**src/rtl/vga_pixel_fetch.sv**
```systemverilog
// vga_pixel_fetch: framebuffer-to-VGA pixel fetch with integer scaling, RAM latency alignment and tear-free frame gating
// Ports:
//   vga_clk     pixel clock
//   reset_n     asynchronous active-low reset
//   enable      output request, acted on only at frame start
//   hcount      current pixel column from the timing generator
//   vcount      current line from the timing generator
//   addr        registered framebuffer read address
//   data        RAM read data, valid RAM_LATENCY cycles after addr
//   vga_r/g/b   registered colour outputs, black when not valid
//   pix_valid   colour outputs carry framebuffer data this cycle
//   frame_done  one-cycle pulse after the last active pixel of a frame is output
module vga_pixel_fetch #(
  parameter int SCREEN_WIDTH  = 640,
  parameter int SCREEN_HEIGHT = 480,
  parameter int SCALE_SHIFT   = 0,
  parameter int FB_WIDTH      = SCREEN_WIDTH >> SCALE_SHIFT,
  parameter int FB_HEIGHT     = SCREEN_HEIGHT >> SCALE_SHIFT,
  parameter int ADDR_WIDTH    = 19,
  parameter int DATA_WIDTH    = 24,
  parameter int RAM_LATENCY   = 1,
  parameter int COLOR_DEPTH   = 8
) (
  input  logic                   vga_clk,
  input  logic                   reset_n,
  input  logic                   enable,
  input  logic [9:0]             hcount,
  input  logic [9:0]             vcount,
  output logic [ADDR_WIDTH-1:0]  addr,
  input  logic [DATA_WIDTH-1:0]  data,
  output logic [COLOR_DEPTH-1:0] vga_r,
  output logic [COLOR_DEPTH-1:0] vga_g,
  output logic [COLOR_DEPTH-1:0] vga_b,
  output logic                   pix_valid,
  output logic                   frame_done
);
  typedef enum logic [1:0] {IDLE, RUN, STOP} state_t;
  state_t state;
  logic act, fstart, last, live;
  logic [RAM_LATENCY:0] vpipe;
  logic [RAM_LATENCY+1:0] lpipe;
  logic [7:0] r8, g8, b8;

  if (RAM_LATENCY < 1 || RAM_LATENCY > 4 || FB_WIDTH * FB_HEIGHT > (1 << ADDR_WIDTH)) begin : g_bad_cfg
    $error("vga_pixel_fetch: RAM_LATENCY must be 1..4 and ADDR_WIDTH must cover the framebuffer");
  end

  assign act    = hcount < 10'(SCREEN_WIDTH) && vcount < 10'(SCREEN_HEIGHT);
  assign fstart = hcount == 10'd0 && vcount == 10'd0;
  assign last   = hcount == 10'(SCREEN_WIDTH - 1) && vcount == 10'(SCREEN_HEIGHT - 1);
  // At frame start the state is about to change, so enable decides whether this frame is shown.
  assign live   = act && (fstart ? enable : state != IDLE);

  always_ff @(posedge vga_clk or negedge reset_n) begin
    if (!reset_n) state <= IDLE;
    else if (fstart) state <= enable ? RUN : IDLE;
    else if (state == RUN && !enable) state <= STOP;
  end

  always_ff @(posedge vga_clk or negedge reset_n) begin
    if (!reset_n) addr <= '0;
    else if (live) addr <= ADDR_WIDTH'(vcount >> SCALE_SHIFT) * ADDR_WIDTH'(FB_WIDTH) + ADDR_WIDTH'(hcount >> SCALE_SHIFT);
  end

  if (DATA_WIDTH == 16) begin : g_rgb565
    assign r8 = {data[15:11], data[15:13]};
    assign g8 = {data[10:5], data[10:9]};
    assign b8 = {data[4:0], data[4:2]};
  end else begin : g_rgb888
    assign r8 = data[23:16];
    assign g8 = data[15:8];
    assign b8 = data[7:0];
  end

  // vpipe[RAM_LATENCY] lines up with data; lpipe carries one extra stage so frame_done follows the last pixel.
  always_ff @(posedge vga_clk or negedge reset_n) begin
    if (!reset_n) begin
      vpipe      <= '0;
      lpipe      <= '0;
      pix_valid  <= 1'b0;
      vga_r      <= '0;
      vga_g      <= '0;
      vga_b      <= '0;
      frame_done <= 1'b0;
    end else begin
      vpipe      <= {vpipe[RAM_LATENCY-1:0], live};
      lpipe      <= {lpipe[RAM_LATENCY:0], live && last};
      pix_valid  <= vpipe[RAM_LATENCY];
      vga_r      <= vpipe[RAM_LATENCY] ? r8[7 -: COLOR_DEPTH] : '0;
      vga_g      <= vpipe[RAM_LATENCY] ? g8[7 -: COLOR_DEPTH] : '0;
      vga_b      <= vpipe[RAM_LATENCY] ? b8[7 -: COLOR_DEPTH] : '0;
      frame_done <= lpipe[RAM_LATENCY+1];
    end
  end
endmodule
```
**config.mk**
```make
export PLATFORM = sky130hd
export DESIGN_NAME = vga_pixel_fetch
export DESIGN_NICKNAME = d
export VERILOG_FILES = /design/src/rtl/vga_pixel_fetch.sv
export SDC_FILE = /design/constraint.sdc
export NUM_CORES = 1
export LEC_CHECK = 0
export ABC_AREA = 1
export CORE_ASPECT_RATIO = 0.5
export CORE_MARGIN = 2
export CORE_UTILIZATION = 47
export CTS_BUF_LIST = sky130_fd_sc_hd__clkbuf_4 sky130_fd_sc_hd__clkbuf_8
export DETAILED_ROUTE_END_ITERATION = 6
export PLACE_DENSITY = 0.93
export SYNTH_ARGS = -nofsm -noshare
export SYNTH_HDL_FRONTEND = slang
export SYNTH_SLANG_ARGS = --single-unit
```
**constraint.sdc**
```tcl
create_clock -name vga_clk -period 1.3 [get_ports vga_clk]
set_input_delay 0.13 -clock vga_clk [delete_from_list [all_inputs] [get_ports vga_clk]]
set_output_delay 0.13 -clock vga_clk [all_outputs]
set_load 0.05 [all_outputs]
```
==> results.tsv, run 1 <==
metric	value	unit
clk slew on worst S/H paths	0.12	ns
overall power	7.449	mW
Min-Delay Path Class	primary input to flop	
GRT Overall Usage	0.4732	
Mapped Avg Cell Area	8.373	um^2
wire per inst	32.65	um
GP Congestion	0.9086	
Lkg Pwr	2.680	nW
synth warn	0	
most numerous cell in the Yosys netlist	nand2_1	
number of global-route vias before repair	3571	
filler cell count	92	
Max-Cap Viols	0	
first-pass GRT wire length	22230	um
Peak supply drop	1.275	mV
die area	6452	um^2
Netlist Area Pre-Place	2721	um^2
Congestion Overflow GR	0	
worst reg2reg setup slack	-0.17	ns
min Tclk post-route	2.117	ns
H-tree depth	2	
hpwl dp	7089	um
max_slew headroom	0.4403	
nets@finish	544	
dpl ws	-1.382	ns
CP Class	primary input to flop	
Sequential Area	1301	um^2
Initial DRC Count	768	
asr flop ratio synth	1.000	
Worst EP required	1.58	ns
outcome	finished, violations left	
final wirelength	17960	um
RSZ-0062 raised after global routing	yes	
endpoints failing setup	29	
# rows	19	
CP Max Fanout	5	
Post-DRT Antenna Nets	0	
largest cells by area after synthesis	dfrtp_1 48%, nand2_1 15%, ha_1 8.7%, inv_1 7.3%, nand3_1 3.1%	
commonest cells in the netlist	109 x nand2_1, 53 x inv_1, 52 x dfrtp_1	
top cell type's share of synthesized area	0.4782	
Initial Util	0.4913	
Layout Cells excl Fill	550	
fmax	472.3	MHz
post-route clock period utilization	1.629	
# DRC	30	
Post-Route Setup TNS	-8.036	ns
fin worst setup slack	-0.8174	ns
Die H	57.81	um
fin. max-slew vios	0	
area delta synth->final	96.74	%
initial antenna violation count	4	
clk_skew	0.008841	ns
post-synth top area cell	dfrtp_1	
Ant. Diodes	0	
register area share after synthesis	0.4782	
largest net degree at the start of global routing	53	
critical path startpoint category	primary input	
EDFF count, synth	0	
Hold Crit Depth	4	
clock root buffer	clkbuf_8	
Placed Instances	522	
Die Wd	111.6	um
layout cells sized above 1	0.5031	
Core Footprint	5539	um^2
via count	3853	
CTS tree	done	
worst slew pin tran	0.8396	ns
synthesized flop and latch total	52	
failing checks	DRC, setup timing	
Worst-Skew Late Latency	0.34	ns
num ports	92	
CP endpoint kind	flop	
PwrDens	1391	nW/um^2
Final Hold Fails	0	
Reg2Reg Depth	8	
Crit path arrival time	2.40	ns
cells after synthesis	325	
Syn Nets	393	
First-pass DRT Iterations	7	
Num Clock Sinks	52	
Distinct cells, synth	25	
vias per std cell	7.005	
Clock Tree Buf Depth	2	
most used flip-flop cell after synthesis	dfrtp_1	
footprint of the multi-input gates	1799	um^2
total CTS buffers	5	
Placed Area	4472	um^2
post-layout instance area	5354	um^2
Buffers on Ports	91	
worst max-delay path: stages:
cell     delay [ns]
buf_2          0.15
buf_6          0.15
ha_4           0.25
ha_4           0.31
nand2_1        0.14
nor2_2         0.18
nand2_1        0.15
nand4_1        0.18
nand2_4        0.13
o21ai_1        0.32
nand3_2        0.17
nand2_2        0.12
timing repair:
action / 4_1_cts / 5_1_grt
hold endpoints to repair: 52 / 0
hold buffers: 1 / 0
pin swaps: 38 / 26
gates resized for setup: 160 / 76
setup buffers: 14 / 5
setup endpoints to repair: 23 / 31
gates cloned: 3 / 0
where the power goes:
| part | switching [mW] | internal, mW |
|---|---|---|
| registers | 0.404 | 1.86 |
| logic | 2.31 | 1.74 |
| clock network | 0.720 | 0.410 |
| total | 3.44 | 4.01 |
metal layers:
metal	GRT usage	up-vias	part of all wire
met2	0.7735	560	0.40
met5	0	-	0.0019
li1	-	1308	-
met3	0.1506	274	0.16
met1	0.5446	1705	0.31
met4	0.3369	6	0.12
final timing paths:
| path | start | endpoint |
|---|---|---|
| setup / recovery | vcount[4] | addr[16]$_DFFE_PN0P_ |
| hold / removal | hcount[6] | addr[6]$_DFFE_PN0P_ |
| setup reg to reg | state[1]$_DFFE_PN0P_ | addr[2]$_DFFE_PN0P_ |
| hold reg to reg | vpipe[0]$_DFF_PN0_ | vpipe[1]$_DFF_PN0_ |
| max in group asynchronous | reset_n | state[0]$_DFFE_PN0P_ |
| min in group asynchronous | reset_n | vga_r[5]$_DFF_PN0_ |
stage by stage:
stage                 util  hold slack, ns
floorplan                -         -0.1656
global route        0.9666          0.1579
detailed placement  0.8073          0.1436
CTS                 0.9130          0.2675
finish              0.9666          0.1949
global placement    0.8073          0.1350
logic make-up after synthesis:
kind of cell | count (synthesis) | synth area share
fa+ha+maj | 21 | 0.1021
compound gates | 18 | 0.04506
xor+xnor | 7 | 0.02253
flops | 52 | 0.4782
buf+inv | 59 | 0.08920
simple gates | 167 | 0.2589
mux | 1 | 0.004138
placed cells by master (no fill, tap or decap), types with 11 or more instances in the layout:
| master | count |
|---|---|
| nand2_1 | 68 |
| dfrtp_1 | 52 |
| buf_12 | 48 |
| inv_1 | 46 |
| buf_4 | 41 |
| nand2_2 | 26 |
| clkdlybuf4s50_1 | 25 |
| nand2_4 | 16 |
| buf_6 | 14 |
| nand4_1 | 11 |
| ha_4 | 11 |
final cells by class:
cell class,instances,area share
Multi-Input combinational cell,214,0.3361
Timing Repair Buffer,146,0.3375
Inverter,54,0.04160
Sequential cell,52,0.2430
Tap cell,73,0.01706
Timing Repair inverter,3,0.007946
Clock inverter,2,0.002571
Clock buffer,6,0.01426
sequential cells by signal, indices dropped and copies added, names as in the netlist:
signal	flops
state	2
vga_r	8
vga_b	8
lpipe	3
addr	19
vpipe	2
vga_g	8
pix_valid	1
frame_done	1
No activity file was read; power rests on OpenSTA's default activity.
==> inputs of run 2 (changes only) <==
- ABC_AREA: 1 -> unset
- CORE_UTILIZATION: 47 -> 46
==> results.tsv, run 2 <==
metric	value	unit
outcome	aborted with a tool error	
hpwl dp	7453	um
tool error	[ERROR GRT-0232] Routing congestion too high. Check the congestion heatmap in the GUI.	
largest family of logic cells by synthesized area	simple AND/OR/NAND/NOR gates	
clock root buffer	clkbuf_8	
initial antenna violation count	1	
Netlist Area Pre-Place	2560	um^2
num ports	92	
most used flip-flop cell after synthesis	dfrtp_1	
Post-Synth Adder-Cell Area	0.1085	
simple-gate share of the synthesized area	0.1901	
post-synthesis compound-gate area fraction	0.1144	
register area share after synthesis	0.5083	
Crit. endpoint post-GRT repair	addr[18]$_DFFE_PN0P_/D	
GRT Overall Usage	0.7543	
Num Clock Sinks	52	
asr flop ratio synth	1.000	
largest cells by area after synthesis	dfrtp_1 51%, ha_1 9.3%, and2_1 5.9%, nand2_1 5.1%, xor2_1 3.4%	
Placed Instances	452	
GP Congestion	0.8648	
# rows	19	
synthesized flop and latch total	52	
most numerous cell in the Yosys netlist	dfrtp_1	
Distinct cells, synth	43	
EDFF count, synth	0	
Die Wd	109.5	um
largest net degree at the start of global routing	26	
worst endpoint type	register data pin	
Buffers on Ports	91	
synth warn	0	
cells after synthesis	239	
commonest cells in the netlist	52 x dfrtp_1, 35 x nand2_1, 24 x and2_1	
Syn Nets	307	
total CTS buffers	5	
XOR/XNOR Fraction of Synth Area	0.04106	
Stop stage	global routing (5_1_grt)	
top cell type's share of synthesized area	0.5083	
Clock Tree Buf Depth	2	
Mapped Avg Cell Area	10.71	um^2
mux contribution to synthesized area	0.005865	
Initial Util	0.4723	
Congestion Overflow GR	10	
H-tree depth	2	
Die H	56.75	um
post-synth top area cell	dfrtp_1	
-- run 2: cell types whose count changed after synthesis, sizes merged, moves of 8 or more --
cell and delta:
nor2 -14, nand2 -75, inv -44, xor2 +8
and2 +24, nand3 -17
-- run 2: cells by family after synthesis --
group | count (synthesis)
fa+ha+maj | 21
simple gates | 93
compound gates | 45
xor+xnor | 12
buf+inv | 15
flops | 52
mux | 1
-- run 2: repair_timing --
| action | CTS |
|---|---|
| resized for setup | 132 |
| gates cloned | 3 |
| endpoints found under the hold margin | 13 |
| pin swaps | 36 |
| setup endpoints to repair | 23 |
| hold buffers | 1 |
| setup buffers | 11 |
-- run 2: per-layer routing --
| layer | GRT overflow | global-route usage |
|---|---|---|
| met2 | 4 | 0.8545 |
| met3 | 0 | 0.6667 |
| met1 | 0 | 0.7830 |
| met4 | 6 | 0.7071 |
| met5 | 0 | 0.3036 |
-- run 2: through the flow --
stage	util	instance area (um^2)	setup TNS, ns	hold slack, ns	setup WS [ns]
CTS	0.9455	5125	-13.98	0.2734	-0.9302
global placement	0.8234	4463	-26.77	0.05189	-1.610
floorplan	-	2630	-12.65	-0.1656	-1.090
detailed placement	0.8234	4463	-29.49	0.06042	-1.795
==> inputs of run 3 (changes only) <==
- CORE_ASPECT_RATIO: 0.5 -> unset
- CORE_UTILIZATION: 46 -> 40
- CTS_BUF_LIST: sky130_fd_sc_hd__clkbuf_4 sky130_fd_sc_hd__clkbuf_8 -> unset
- PLACE_DENSITY: 0.93 -> unset
- PLACE_DENSITY_LB_ADDON: unset -> 0.15
==> results.tsv, run 3 <==
metric	value	unit
Crit path arrival time	2.52	ns
CP max stage cell	fa_2	
clock root buffer	clkbuf_8	
Worst EP required	1.55	ns
Mapped Avg Cell Area	10.71	um^2
fin. max-slew vios	0	
register area share after synthesis	0.5083	
Seq pwr share	0.394	
Placed Instances	460	
initial antenna violation count	0	
synthesized flop and latch total	52	
Clock Tree Buf Depth	2	
outcome	finished, violations left	
Initial DRC Count	120	
commonest cells after routing, fill and taps aside	58 x buf_4, 52 x dfrtp_1, 51 x buf_12, 30 x clkdlybuf4s50_1, 24 x and2_1	
most used flip-flop cell after synthesis	dfrtp_1	
hpwl dp	5294	um
nets@finish	474	
CP endpoint kind	flop	
Post-Route Setup TNS	-13.37	ns
simple-gate share of the synthesized area	0.1901	
worst slew pin tran	0.3438	ns
max_slew headroom	0.7704	
# rows	29	
mux contribution to synthesized area	0.005865	
Min-Delay Path Class	primary input to flop	
Clock power frac	0.213	
asr flop ratio synth	1.000	
vias per std cell	5.186	
critical path startpoint category	primary input	
Ant. Diodes	0	
fin worst setup slack	-0.9754	ns
footprint of the multi-input gates	1683	um^2
Logic pwr share	0.393	
Layout Cells excl Fill	484	
Final Hold Fails	0	
Distinct cells, synth	43	
XOR/XNOR Fraction of Synth Area	0.04106	
area delta synth->final	104.5	%
total CTS buffers	5	
die area	7056	um^2
filler cell count	321	
clk slew on worst S/H paths	0.10	ns
largest family of logic cells by synthesized area	simple AND/OR/NAND/NOR gates	
layout cells sized above 1	0.5160	
GRT Overall Usage	0.2366	
failing checks	setup timing	
synth warn	0	
number of global-route vias before repair	2530	
num ports	92	
clk_skew	0.01055	ns
Die Wd	84	um
Max-Cap Viols	0	
largest reg by FF count	addr	
CTS tree	done	
EDFF count, synth	0	
First-pass DRT Iterations	4	
Core Footprint	6277	um^2
commonest cells in the netlist	52 x dfrtp_1, 35 x nand2_1, 24 x and2_1	
max incr delay on CP	0.34	ns
PwrDens	844.3	nW/um^2
Initial Util	0.4078	
Peak supply drop	0.5415	mV
min Tclk post-route	2.275	ns
CP Class	primary input to flop	
endpoints failing setup	23	
Die H	84	um
post-synthesis compound-gate area fraction	0.1144	
fmax	439.5	MHz
via count	2510	
Buffers on Ports	91	
top cell type's share of synthesized area	0.5083	
Syn Nets	307	
crit-path cells	buf_8, ha_4, ha_4, fa_2, buf_4, buf_6, xor2_2, nor3b_4, nand4_1, buf_4, nor4_1, o31a_1	
post-route clock period utilization	1.750	
Post-DRT Antenna Nets	0	
Num Clock Sinks	52	
post-synth top area cell	dfrtp_1	
Lkg Pwr	2.418	nW
commonest non-fill, non-tap cell in the layout	buf_4	
H-tree depth	2	
GP Congestion	0.9356	
wire per inst	18.06	um
CP Max Fanout	2	
Congestion Overflow GR	0	
switching pwr	1.455	mW
Netlist Area Pre-Place	2560	um^2
Worst-Skew Late Latency	0.31	ns
# DRC	0	
cells after synthesis	239	
Post-Synth Adder-Cell Area	0.1085	
Int Power	2.967	mW
largest cells by area after synthesis	dfrtp_1 51%, ha_1 9.3%, and2_1 5.9%, nand2_1 5.1%, xor2_1 3.4%	
final wirelength	8741	um
first-pass GRT wire length	13050	um
CP top delay family	simple AND/OR/NAND/NOR gates	
most numerous cell in the Yosys netlist	dfrtp_1	
RSZ-0062 raised after global routing	yes	
WP buf/inv	4	
Sequential Area	1301	um^2
largest net degree at the start of global routing	53	
Sw Share	0.3290	
max reg flops	19	
-- run 3: path summary, 6_finish.rpt --
path	startpoint	end	slack [ns]	cells after the start
max	vcount[3]	addr[18]$_DFFE_PN0P_	-0.98	12
min	hcount[7]	addr[7]$_DFFE_PN0P_	0.24	3
max reg2reg	state[1]$_DFFE_PN0P_	addr[18]$_DFFE_PN0P_	-0.06	6
min reg2reg	lpipe[2]$_DFF_PN0_	frame_done$_DFF_PN0_	0.36	0
max in group asynchronous	reset_n	lpipe[2]$_DFF_PN0_	0.72	3
min in group asynchronous	reset_n	vga_r[6]$_DFF_PN0_	0.35	3
-- run 3: tightest hold or removal path, stage by stage --
cell,delay [ns]
clkbuf_2,0.11
ha_1,0.14
mux2_4,0.13
-- run 3: repair_timing --
action                                  CTS  global route
gates cloned                              3             0
pin swaps                                44            24
endpoints found under the hold margin    52             0
setup buffers                            12             5
resized for setup                       101            48
hold buffers                              1             0
endpoints found under the setup margin   23            23
-- run 3: metrics by stage --
| step | cell area [um^2] | utilization | hold slack [ns] | setup WS, ns | total power, mW |
|---|---|---|---|---|---|
| 6_report | 5236 | 0.8342 | 0.2390 | -0.9754 | 4.421 |
| 3_3_place_gp | 4498 | 0.7166 | 0.1393 | -1.632 | 3.102 |
| 2_1_floorplan | 2630 | - | -0.1656 | -1.090 | 2.338 |
| 4_1_cts | 5096 | 0.8118 | 0.2814 | -0.8584 | 4.259 |
| 5_1_grt | 5236 | 0.8342 | 0.2412 | -0.9959 | 4.606 |
| 3_5_place_dp | 4498 | 0.7166 | 0.1439 | -1.732 | 3.131 |
-- run 3: final cells by class --
cell class	count	area share
multi-input combinational	172	0.3214
clock buffer	6	0.01386
timing repair buffer	165	0.3861
sequential	52	0.2485
tap	77	0.01840
inverter	10	0.008602
clock inverter	2	0.003106
-- run 3: logic make-up after synthesis --
kind of cell	count (synthesis)
multiplexers	1
AND/OR/NAND/NOR	93
XOR/XNOR	12
flip-flops	52
AO/OA/AOI/OAI	45
adder cells (fa/ha/maj)	21
buffers and inverters	15
-- run 3: layer usage --
metal	track usage	up-vias	part of all wire
li1	-	1161	-
met1	0.2937	1222	0.41
met2	0.3964	101	0.52
met3	0.04451	26	0.038
met4	0.1144	0	0.039
met5	0	-	0
-- run 3: power by group through the flow --
| stage | clock network [mW] | registers [mW] | logic (mW) |
|---|---|---|---|
| after detailed placement | 0 | 1.76 | 1.37 |
| final | 0.942 | 1.74 | 1.74 |
| after global routing | 1.01 | 1.75 | 1.85 |
| after CTS | 0.956 | 1.73 | 1.57 |
| after floorplan | 0 | 1.91 | 0.426 |
| after global placement | 0 | 1.76 | 1.35 |
